File: config.mk
export PLATFORM = sky130hd
export DESIGN_NAME = spi_ram_peri_sync
export DESIGN_NICKNAME = d
export VERILOG_FILES = /design/src/rtl/spi_peri_pkg.sv /design/src/rtl/spi_pin_sync.sv /design/src/rtl/spi_ram_peri_sync.sv
export SDC_FILE = /design/constraint.sdc
export NUM_CORES = 1
export LEC_CHECK = 0
export ABC_CLOCK_PERIOD_IN_PS = 3500
export BUFFER_PORTS_ARGS = -buffer_cell sky130_fd_sc_hd__buf_2
export CORE_MARGIN = 1.5
export CORE_UTILIZATION = 37
export DETAILED_ROUTE_END_ITERATION = 7
export GPL_ROUTABILITY_DRIVEN = 0
export PLACE_DENSITY = 0.49
export SLEW_MARGIN = 25
export SYNTH_ARGS = -nofsm -noshare
export SYNTH_HDL_FRONTEND = slang
export SYNTH_HIERARCHICAL = 1
export SYNTH_SLANG_ARGS = --single-unit
File: constraint.sdc
create_clock -name clk -period 3.5 [get_ports clk]
set_clock_uncertainty 0.2 [all_clocks]
set_input_delay 0.175 -clock clk [delete_from_list [all_inputs] [get_ports clk]]
set_output_delay 0.175 -clock clk [all_outputs]
set_load 0.01 [all_outputs]
File: src/rtl/spi_peri_pkg.sv
// spi_peri_pkg: opcodes, FSM state encoding and decode helper shared by the SPI RAM peripheral.
package spi_peri_pkg;
  localparam logic [7:0] CMD_READ        = 8'h03;
  localparam logic [7:0] CMD_WRITE       = 8'h02;
  localparam logic [7:0] CMD_FAST_READ_Q = 8'h6B;
  localparam logic [7:0] CMD_WRITE_Q     = 8'h32;
  localparam logic [7:0] CMD_RDSR        = 8'h05;
  localparam logic [7:0] CMD_WRSR        = 8'h01;
  typedef logic [3:0] state_t;
  localparam state_t IDLE    = 4'd0;
  localparam state_t CMD     = 4'd1;
  localparam state_t ADDR    = 4'd2;
  localparam state_t DUMMY   = 4'd3;
  localparam state_t READ_S  = 4'd4;
  localparam state_t READ_Q  = 4'd5;
  localparam state_t WRITE_S = 4'd6;
  localparam state_t WRITE_Q = 4'd7;
  localparam state_t IGNORE  = 4'd8;
  function automatic logic is_mem_op(input logic [7:0] op);
    return op inside {CMD_READ, CMD_WRITE, CMD_FAST_READ_Q, CMD_WRITE_Q};
  endfunction
endpackage

File: src/rtl/spi_pin_sync.sv
// spi_pin_sync: synchronises the SPI pads into clk and derives spi_clk rise/fall and select-assert pulses.
module spi_pin_sync #(
  parameter int SYNC_STAGES = 2
) (
  input  logic       clk,
  input  logic       rst_n,
  input  logic       i_sclk,
  input  logic       i_sel_n,
  input  logic [3:0] i_d,
  output logic       o_rise,
  output logic       o_fall,
  output logic       o_sel_n,
  output logic       o_sel_fall,
  output logic [3:0] o_d
);
  logic [SYNC_STAGES-1:0][5:0] r_sync;
  logic r_sclk_q;
  logic r_sel_q;
  logic [5:0] w_top;
  assign w_top = r_sync[SYNC_STAGES-1];
  // select resets to "asserted" so a select already held low at reset release never looks like a new transaction
  always_ff @(posedge clk or negedge rst_n)
    if (!rst_n) begin
      r_sync   <= '0;
      r_sclk_q <= 1'b0;
      r_sel_q  <= 1'b0;
    end else begin
      r_sync   <= {r_sync[SYNC_STAGES-2:0], {i_d, i_sel_n, i_sclk}};
      r_sclk_q <= w_top[0];
      r_sel_q  <= w_top[1];
    end
  assign o_rise     = w_top[0] & ~r_sclk_q;
  assign o_fall     = ~w_top[0] & r_sclk_q;
  assign o_sel_n    = w_top[1];
  assign o_sel_fall = ~w_top[1] & r_sel_q;
  assign o_d        = w_top[5:2];
endmodule

File: src/rtl/spi_ram_peri_sync.sv
// spi_ram_peri_sync: oversampled SPI/QSPI byte-RAM peripheral with a registered host port.
// Define SPI_RAM_STATUS_REG_EN to add the 05h/01h status register with RAM write-protect.
module spi_ram_peri_sync
  import spi_peri_pkg::*;
#(
  parameter int RAM_LEN_BITS    = 6,
  parameter int ADDR_BITS       = 24,
  parameter int FAST_READ_DELAY = 2,
  parameter int SYNC_STAGES     = 2
) (
  input  logic                    clk,
  input  logic                    rst_n,
  input  logic                    spi_clk,
  input  logic                    spi_select,
  input  logic [3:0]              spi_d_in,
  output logic [3:0]              spi_d_out,
  output logic [3:0]              spi_d_oe,
  input  logic [RAM_LEN_BITS-1:0] host_addr,
  input  logic                    host_we,
  input  logic [7:0]              host_wdata,
  output logic [7:0]              host_rdata,
  output logic                    busy
);
  localparam int CNT_W = $clog2(ADDR_BITS + FAST_READ_DELAY + 8);
  logic [7:0] r_ram [2**RAM_LEN_BITS];
  state_t r_state;
  logic [7:0] r_op;
  logic [7:0] r_byte;
  logic [7:0] r_wdata;
  logic [CNT_W-1:0] r_cnt;
  logic [RAM_LEN_BITS-1:0] r_addr;
  logic r_commit;
  logic r_sr;
  logic [3:0] r_dout;
  logic [3:0] r_oe;
  logic [7:0] r_host_rdata;
  logic w_rise;
  logic w_fall;
  logic w_sel_n;
  logic w_sel_fall;
  logic [3:0] w_d;
  logic [7:0] w_op_nx;
  logic [7:0] w_ser_byte;
  logic [7:0] w_quad_byte;
  logic [7:0] w_status;
  logic [RAM_LEN_BITS-1:0] w_addr_nx;
  logic [RAM_LEN_BITS-1:0] w_addr_inc;
  logic w_wp;
  logic w_rdsr;
  logic w_wrsr;
  logic w_spi_we;

  spi_pin_sync #(.SYNC_STAGES(SYNC_STAGES)) u_sync (
    .clk        (clk),
    .rst_n      (rst_n),
    .i_sclk     (spi_clk),
    .i_sel_n    (spi_select),
    .i_d        (spi_d_in),
    .o_rise     (w_rise),
    .o_fall     (w_fall),
    .o_sel_n    (w_sel_n),
    .o_sel_fall (w_sel_fall),
    .o_d        (w_d)
  );

  assign w_op_nx     = {r_op[6:0], w_d[0]};
  assign w_addr_nx   = {r_addr[RAM_LEN_BITS-2:0], w_d[0]};
  assign w_ser_byte  = {r_byte[6:0], w_d[0]};
  assign w_quad_byte = {r_byte[3:0], w_d};
  assign w_addr_inc  = r_addr + 1'b1;
  assign w_status    = {7'd0, w_wp};
  assign w_spi_we    = r_commit & ~r_sr & ~w_wp;

`ifdef SPI_RAM_STATUS_REG_EN
  logic r_wp;
  always_ff @(posedge clk or negedge rst_n)
    if (!rst_n) r_wp <= 1'b0;
    else if (r_commit && r_sr) r_wp <= r_wdata[0];
  assign w_wp   = r_wp;
  assign w_rdsr = w_op_nx == CMD_RDSR;
  assign w_wrsr = w_op_nx == CMD_WRSR;
`else
  assign w_wp   = 1'b0;
  assign w_rdsr = 1'b0;
  assign w_wrsr = 1'b0;
`endif

  // r_addr doubles as the address shifter, keeping only the low RAM_LEN_BITS of the SPI address
  always_ff @(posedge clk or negedge rst_n)
    if (!rst_n) begin
      r_state  <= IDLE;
      r_op     <= '0;
      r_byte   <= '0;
      r_wdata  <= '0;
      r_cnt    <= '0;
      r_addr   <= '0;
      r_commit <= 1'b0;
      r_sr     <= 1'b0;
      r_dout   <= '0;
      r_oe     <= '0;
    end else begin
      r_commit <= 1'b0;
      if (r_commit && !r_sr) r_addr <= w_addr_inc;
      if (w_sel_n) begin
        r_state <= IDLE;
        r_oe    <= '0;
        r_dout  <= '0;
      end else case (r_state)
        IDLE: if (w_sel_fall) begin
          r_state <= CMD;
          r_cnt   <= '0;
          r_op    <= '0;
          r_sr    <= 1'b0;
        end
        CMD: if (w_rise) begin
          r_op  <= w_op_nx;
          r_cnt <= r_cnt + 1'b1;
          if (r_cnt == CNT_W'(7)) begin
            r_cnt   <= '0;
            r_sr    <= w_rdsr | w_wrsr;
            r_byte  <= w_status;
            r_state <= is_mem_op(w_op_nx) ? ADDR : w_rdsr ? READ_S : w_wrsr ? WRITE_S : IGNORE;
          end
        end
        ADDR: if (w_rise) begin
          r_addr <= w_addr_nx;
          r_cnt  <= r_cnt + 1'b1;
          if (r_cnt == CNT_W'(ADDR_BITS - 1)) begin
            r_cnt   <= '0;
            r_byte  <= r_ram[w_addr_nx];
            r_state <= r_op == CMD_READ ? READ_S : r_op == CMD_FAST_READ_Q ? DUMMY :
                       r_op == CMD_WRITE ? WRITE_S : WRITE_Q;
          end
        end
        DUMMY: if (w_rise) begin
          r_cnt <= r_cnt + 1'b1;
          if (r_cnt == CNT_W'(FAST_READ_DELAY - 1)) begin
            r_cnt   <= '0;
            r_state <= READ_Q;
          end
        end
        READ_S: if (w_fall) begin
          r_oe   <= 4'b0010;
          r_dout <= {2'b00, r_byte[7], 1'b0};
          r_byte <= {r_byte[6:0], 1'b0};
          r_cnt  <= r_cnt + 1'b1;
          if (r_cnt == CNT_W'(7)) begin
            r_cnt  <= '0;
            r_addr <= r_sr ? r_addr : w_addr_inc;
            r_byte <= r_sr ? w_status : r_ram[w_addr_inc];
          end
        end
        READ_Q: if (w_fall) begin
          r_oe   <= 4'b1111;
          r_dout <= r_byte[7:4];
          r_byte <= {r_byte[3:0], 4'h0};
          r_cnt  <= r_cnt + 1'b1;
          if (r_cnt == CNT_W'(1)) begin
            r_cnt  <= '0;
            r_addr <= w_addr_inc;
            r_byte <= r_ram[w_addr_inc];
          end
        end
        WRITE_S: if (w_rise) begin
          r_byte <= w_ser_byte;
          r_cnt  <= r_cnt + 1'b1;
          if (r_cnt == CNT_W'(7)) begin
            r_cnt    <= '0;
            r_commit <= 1'b1;
            r_wdata  <= w_ser_byte;
          end
        end
        WRITE_Q: if (w_rise) begin
          r_byte <= w_quad_byte;
          r_cnt  <= r_cnt + 1'b1;
          if (r_cnt == CNT_W'(1)) begin
            r_cnt    <= '0;
            r_commit <= 1'b1;
            r_wdata  <= w_quad_byte;
          end
        end
        default: ;
      endcase
    end

  // SPI write is issued last so it wins a same-address collision with the host
  always_ff @(posedge clk) begin
    if (host_we) r_ram[host_addr] <= host_wdata;
    if (w_spi_we) r_ram[r_addr] <= r_wdata;
  end

  always_ff @(posedge clk or negedge rst_n)
    if (!rst_n) r_host_rdata <= '0;
    else r_host_rdata <= r_ram[host_addr];

  assign host_rdata = r_host_rdata;
  assign spi_d_out  = r_dout;
  assign spi_d_oe   = r_oe;
  assign busy       = r_state != IDLE;
endmodule

# Yosys cells after proc, flatten, opt, wreduce, memory -nomap -nowiden
# Memories as Yosys holds them, arrays and structs flattened. A register that Yosys moved wholly into a read port is not among the register bits.
# Index checks and enable logic that the tools add are counted.
word_totals:
  out_inout_bits: 17
  mem_bits_rw: 512
  register_bits: 64
  elab_cells: 160
  mem_count: 1
  input_bits: 23
op_classes:
  bitwise_logic: 8
  add_sub_neg: 2
  n_mux: 74
  eq_ne: 40
  n_reduce_logical: 21
memory_table:
  columns: ["name", "words", "word_bits", "read_ports", "rd_clocked_by_memory_dff", "write_ports", "line", "text"]
  rows:
  - ["r_ram", 64, 8, 3, 1, 2, "spi_ram_peri_sync.sv:25", "logic [7:0] r_ram [2**RAM_LEN_BITS];"]
ops:
  columns: ["op", "count"]
  rows:
  - ["$mux W8", 17]
  - ["$mux W6", 17]
  - ["$mux W4", 15]
  - ["$pmux W8 S6", 1]
  - ["$pmux W6 S6", 1]
  - ["$eq A8 B2 Y1 const B", 4]
  - ["$pmux W8 S2", 2]
  - ["$ne A2 B1 Y1 const B", 9]
  - ["$ne A3 B1 Y1 const B", 6]
  - ["$pmux W6 S3", 1]
  - ["$eq A4 B3 Y1 const B", 4]
  - ["$eq A8 B7 Y1 const B", 2]
  - ["$pmux W4 S2", 2]
  - ["$pmux W4 S4", 1]
  - ["$reduce_and A8 Y1", 2]
  - ["$mux W1", 13]
  - ["$add A6 B1 Y6 const B", 2]
  - ["$reduce_bool A6 Y1", 2]
  - ["$reduce_and A10 Y1", 1]
  - ["$ne A3 B2 Y1 const B", 3]
  - ["$eq A4 B2 Y1 const B", 2]
  - ["$eq A8 B6 Y1 const B", 1]
  - ["$ne A2 B2 Y1 const B", 4]
  - ["$reduce_bool A4 Y1", 2]
  - ["20 further kinds", 31]

# Longest topological paths before layout
depth:
  depth_word: 8
  mapped_depth: 12

# Cells and area by module
# The synthesis kept the hierarchy.
by_module_without_submodules:
  columns: ["module", "cells_each", "area_per_inst_um2", "instances", "seq_area_each_um2"]
  rows:
  - ["spi_ram_peri_sync", 3096, 38592.0, 1, 16751.1]
  - ["spi_pin_sync", 21, 401.6, 1, 350.3]

# Least setup slack after synthesis
# OpenSTA, ideal clock, no wires.
synth_timing:
  kind: "reg-to-reg"
  from: "register r_addr[0]"
  to: "register r_byte[6]"
  t_arrival_ns: 2.399
  setup_ns: 0.124
  synth_period_minus_slack_ns: 2.723
  required_ns: 3.176
  path_buffers: 3
  setup_slack_ns: 0.777
  path_stages_with_launch: 11
  cell_sequence: "dfrtp_1 -> ha_1 -> buf_6 -> buf_6 -> buf_6 -> nor2_1 -> a32oi_1 -> and3_1 -> a2111oi_2 -> a211oi_1 -> o31a_1"
synth_between:
  elab_chain_cells: 6
synth_lines:
  columns: ["element", "line", "text"]
  rows:
  - ["start, declared", "spi_ram_peri_sync.sv:31", "logic [RAM_LEN_BITS-1:0] r_addr;"]
  - ["start signal, assigned", "spi_ram_peri_sync.sv:103", "if (r_commit && !r_sr) r_addr <= w_addr_inc;"]
  - ["start signal, assigned", "spi_ram_peri_sync.sv:126", "r_addr <= w_addr_nx;"]
  - ["start signal, assigned", "spi_ram_peri_sync.sv:149", "r_addr <= r_sr ? r_addr : w_addr_inc;"]
  - ["$add A6 B1 Y6", "spi_ram_peri_sync.sv:70", "assign w_addr_inc = r_addr + 1'b1;"]
  - ["$mem_v2 Z64 W8 (*)", null, null]
  - ["$mux W8", "spi_ram_peri_sync.sv:150", "r_byte <= r_sr ? w_status : r_ram[w_addr_inc];"]
  - ["$mux W8", "spi_ram_peri_sync.sv:147", "if (r_cnt == CNT_W'(7)) begin"]
  - ["$mux W8", "spi_ram_peri_sync.sv:142", "READ_S: if (w_fall) begin"]
  - ["$pmux W8 S6 (*)", "spi_ram_peri_sync.sv:108", "end else case (r_state)"]
  - ["end signal, assigned", "spi_ram_peri_sync.sv:145", "r_byte <= {r_byte[6:0], 1'b0};"]
  - ["end signal, assigned", "spi_ram_peri_sync.sv:150", null]
  - ["end signal, assigned", "spi_ram_peri_sync.sv:156", "r_byte <= {r_byte[3:0], 4'h0};"]
  - ["end, declared", "spi_ram_peri_sync.sv:28", "logic [7:0] r_byte;"]
# Mark *: on every way between the ends. The rest lies on a longest branch, timed or not. The select of a mux whose other input is x is not followed.
# A chain may end at the register's enable or synchronous reset.

# Worst setup path after layout
layout_timing:
  from: "register r_addr[0]"
  to: "register r_byte[0]"
# Same word-level chain as after synthesis.

==> flow_summary.json <==
{
  "syn_area_per_cell_sq_um": 12.5,
  "max_freq_mhz": 283,
  "drv_cap": 0,
  "grt_pass1_vias": 31800,
  "critPathTopFamily": "compound AO/OA/AOI/OAI gates",
  "cts_buffers": 72,
  "drc": 5,
  "synthCells": 3117,
  "core_area_sq_um": 104000,
  "dr_wl_met2_um": 79200,
  "crit_path_start_kind": "flop",
  "portBuffers": 39,
  "met1Wirelength_um": 71100,
  "crit_chain": "ha_4 > buf_4 > buf_4 > mux4_2 > o211ai_1 > a21oi_1 > a31oi_1 > a32oi_1",
  "fin_cells": 4714,
  "grt_pass1_wl_um": 262000,
  "ff2ff_path_depth": 8,
  "clkSinkCount": 581,
  "clockBufferDepth": 3,
  "worstSkewPairLatency_ps": 680,
  "start_util_pct": 37.5,
  "yosys_most_used_dff": "edfxtp_1",
  "die_w_um": 328,
  "worstPathArrival_ps": 3880,
  "rows": 118,
  "wl_per_cell_um": 40.3,
  "ys_warn_count": 6,
  "min_to": "r_ram[19][7]$_DFFE_PP_",
  "die_h_um": 328,
  "worst_slew_pin_slew_ps": 1150,
  "combPwrFrac_pct": 20.5,
  "stdcell_area_sq_um": 45000,
  "route.met3.wl_um": 26600,
  "path_clk_slew_ps": 60,
  "yosysUniqueCellTypes": 91,
  "cts_root_buffer": "clkbuf_16",
  "min_path_type": "in -> reg",
  "maxSlewViolCount": 0,
  "routed.top_layer": "met5",
  "min_period_ps": 3530,
  "nFillCells": 9651,
  "drive_gt1_share_pct": 40.9,
  "postLayoutCoreUtil_pct": 43.3,
  "synth_edf_count": 512,
  "hold-path-cell-count": 2,
  "violations": "design-rule violations, negative setup slack",
  "crit_top_cell": "buf_4",
  "powerDensity_nw_per_um2": 433,
  "report.final.setup_viol": 2,
  "routed_wl_um": 190000,
  "dieArea_sq_um": 107000,
  "overflow": 0,
  "grt_max_degree": 83,
  "grtUsageTotal_pct": 34.8,
  "dp_cells": 4556,
  "reg2reg_slack_ps": -30,
  "hp-start": "host_wdata[7]",
  "ys_seq_area_share_pct": 43.9,
  "vias": 33600,
  "slowest_delay_ps": 510,
  "end_kind": "flop",
  "ys_ff_latch": 581,
  "slew_headroom_pct": 23.2,
  "status": "finished, violations left",
  "critPathBufInv": 2,
  "power.leakage_nw": 15.0,
  "fin_crit_sh_pct": 101,
  "areaGrowthSynthToFinish_pct": 15.4,
  "r2r_end": "r_byte[0]$_DFFE_PN0P_",
  "reg2reg_from": "r_addr[0]$_DFF_PN0_",
  "hold_viol_final": 0,
  "place_area_sq_um": 42400,
  "intPower_w": 0.0136,
  "power_frac_seq_pct": 40.4,
  "ant_nets": 0,
  "rsz0062_at_grt": "false",
  "netlist_area_sq_um": 39000,
  "drt-pass1-iter-count": 8,
  "pin_count": 40,
  "swShare_pct": 30.0,
  "multi_input_area_sq_um": 20300,
  "cts_tree": "done",
  "clkPwrFrac_pct": 39.1,
  "drt_iter0_drc": 5708,
  "dp_hpwl_um": 135000,
  "place_ws_ps": -386,
  "p_switching_w": 0.00585,
  "cp.required_ps": 3840,
  "nets": 3299,
  "seq_area_sq_um": 17100,
  "ir_worst_vdd_uv": 390,
  "cp_max_fo": 14,
  "syn-num-nets": 3143,
  "slowest_stage": "mux4_2",
  "antenna_found_initial": 15,
  "vias_per_cell": 7.12,
  "htreeDepth": 3,
  "fin_ws_ps": -34.2,
  "finalSetupTns_ps": -47.8,
  "crit_type": "reg -> reg",
  "async_reset_ff_share_pct": 11.9
}
==> layer usage <==
| layer | vias to the layer above | global-route usage [%] |
|---|---|---|
| li1 | 12800 | - |
| met1 | 17000 | 45.5 |
| met2 | 3091 | 50.1 |
| met3 | 722 | 12.3 |
| met4 | 18 | 19.3 |
| met5 | - | 0.444 |
==> cell usage in the layout (no fill, tap or decap), types with 16 or more instances in the layout <==
cell type	n
o21ai_0	95
a22oi_1	90
nor3_1	27
nand2_1	253
dlygate4sd3_1	19
buf_4	329
and2_1	16
a22o_1	36
mux2_2	554
o221ai_1	16
inv_1	20
a21oi_1	83
mux2i_1	159
o22ai_1	67
buf_2	34
a221oi_1	81
clkbuf_16	73
a31oi_1	28
buf_12	24
edfxtp_1	512
clkbuf_1	18
nor2_2	28
nand3_1	51
nor2_1	131
dfrtp_1	57
mux4_2	215
==> worst reg2reg max path, delay by kind of cell (launching register included) <==
kind	cells	cell delay, ps
adders and majority gates	1	440
buffers and inverters	2	550
AOI/OAI and AO/OA	4	1200
DFF	1	500
muxes	1	510
==> through the flow <==
| step | total power (W) | hold WS [ps] |
|---|---|---|
| 6_report | 0.0195 | 46.1 |
| 4_1_cts | 0.0194 | 21.9 |
| 3_3_place_gp | 0.0117 | 85.2 |
| 2_1_floorplan | 0.0103 | -321 |
| 5_1_grt | 0.0199 | 64.3 |
| 3_5_place_dp | 0.0118 | 85.9 |
==> registers in the layout (all words and copies together), names as in the netlist <==
signal / flops
r_commit: 1
host_rdata: 8
u_sync/r_sclk_q: 1
r_byte: 8
u_sync/r_sel_q: 1
spi_d_out: 4
r_addr: 6
u_sync/w_top: 6
r_wdata: 8
r_state: 4
r_cnt: 6
r_op: 8
r_ram: 512
spi_d_oe: 2
u_sync/r_sync: 6
==> Yosys cell counts, types with 17 or more instances <==
master / count / area share, %
o21ai_0: 95 / 1.2
a221oi_1: 81 / 1.8
nand3_1: 51 / 0.65
clkbuf_1: 170 / 1.6
nand2_1: 253 / 2.4
o22ai_1: 67 / 1.1
buf_2: 80 / 1.0
nor2_1: 133 / 1.3
a22o_1: 36 / 0.81
a22oi_1: 91 / 1.8
mux2_2: 554 / 16
buf_1: 21 / 0.20
buf_4: 38 / 0.73
edfxtp_1: 512 / 39
dfrtp_1: 69 / 4.4
mux2i_1: 159 / 4.1
nor2_2: 26 / 0.42
nor2b_1: 17 / 0.27
nor3_1: 31 / 0.40
mux4_2: 215 / 12
a21oi_1: 83 / 1.1
inv_1: 20 / 0.19
a31oi_1: 28 / 0.45
==> worst max-delay path by stage <==
stage / from / to / slack (ps) / cells past startpoint
floorplan: r_addr[0]$_DFF_PN0_ / r_byte[6]$_DFFE_PN0P_ / 780 / 10
global placement: u_sync/w_top[0]$_DFF_PN0_ / r_byte[1]$_DFFE_PN0P_ / -370 / 8
detailed placement: u_sync/w_top[0]$_DFF_PN0_ / r_byte[1]$_DFFE_PN0P_ / -390 / 8
CTS: r_cnt[0]$_DFFE_PN0P_ / r_byte[1]$_DFFE_PN0P_ / 40 / 8
global route: u_sync/w_top[2]$_DFF_PN0_ / r_byte[3]$_DFFE_PN0P_ / 10 / 6
finish: r_addr[0]$_DFF_PN0_ / r_byte[0]$_DFFE_PN0P_ / -30 / 8
==> kinds of logic (layout without fill, tap and decap cells) <==
family                   count (synthesis)  after routing  share of synthesized area, %
multiplexers                           939            939                          32.8
AND/OR/NAND/NOR                        626            626                          7.62
AO/OA/AOI/OAI                          607            607                          11.0
flip-flops                             581            581                          43.9
buffers and inverters                  349            560                          4.33
XOR/XNOR                                12             12                         0.308
adder cells (fa/ha/maj)                  3              3                        0.0963
other                                    0              6                             0
==> area by class of cell <==
cell class,instances,area share (%)
flip-flops and latches,581,38.1
well taps,1380,3.84
clock inverters,38,0.973
repair buffers,408,7.44
clock buffers,91,4.21
inverters,23,0.192
diodes,6,0.0334
multi-input cells,2187,45.2
==> power groups by stage <==
stage                     Combinational, W  Clock (W)  Sequential [W]
after floorplan                    0.00243          0         0.00785
after global placement             0.00372          0         0.00801
after detailed placement           0.00377          0         0.00801
after CTS                          0.00381    0.00770         0.00787
after global routing               0.00409    0.00793         0.00788
final                              0.00399    0.00761         0.00788
==> what timing repair did <==
item,4_1_cts,5_1_grt
endpoints found under the hold margin,77,0
pin swaps,2,1
endpoints found under the setup margin,2,3
setup buffers,1,0
resized for setup,4,4
hold buffers,19,0
No activity file was read; power rests on OpenSTA's default activity.
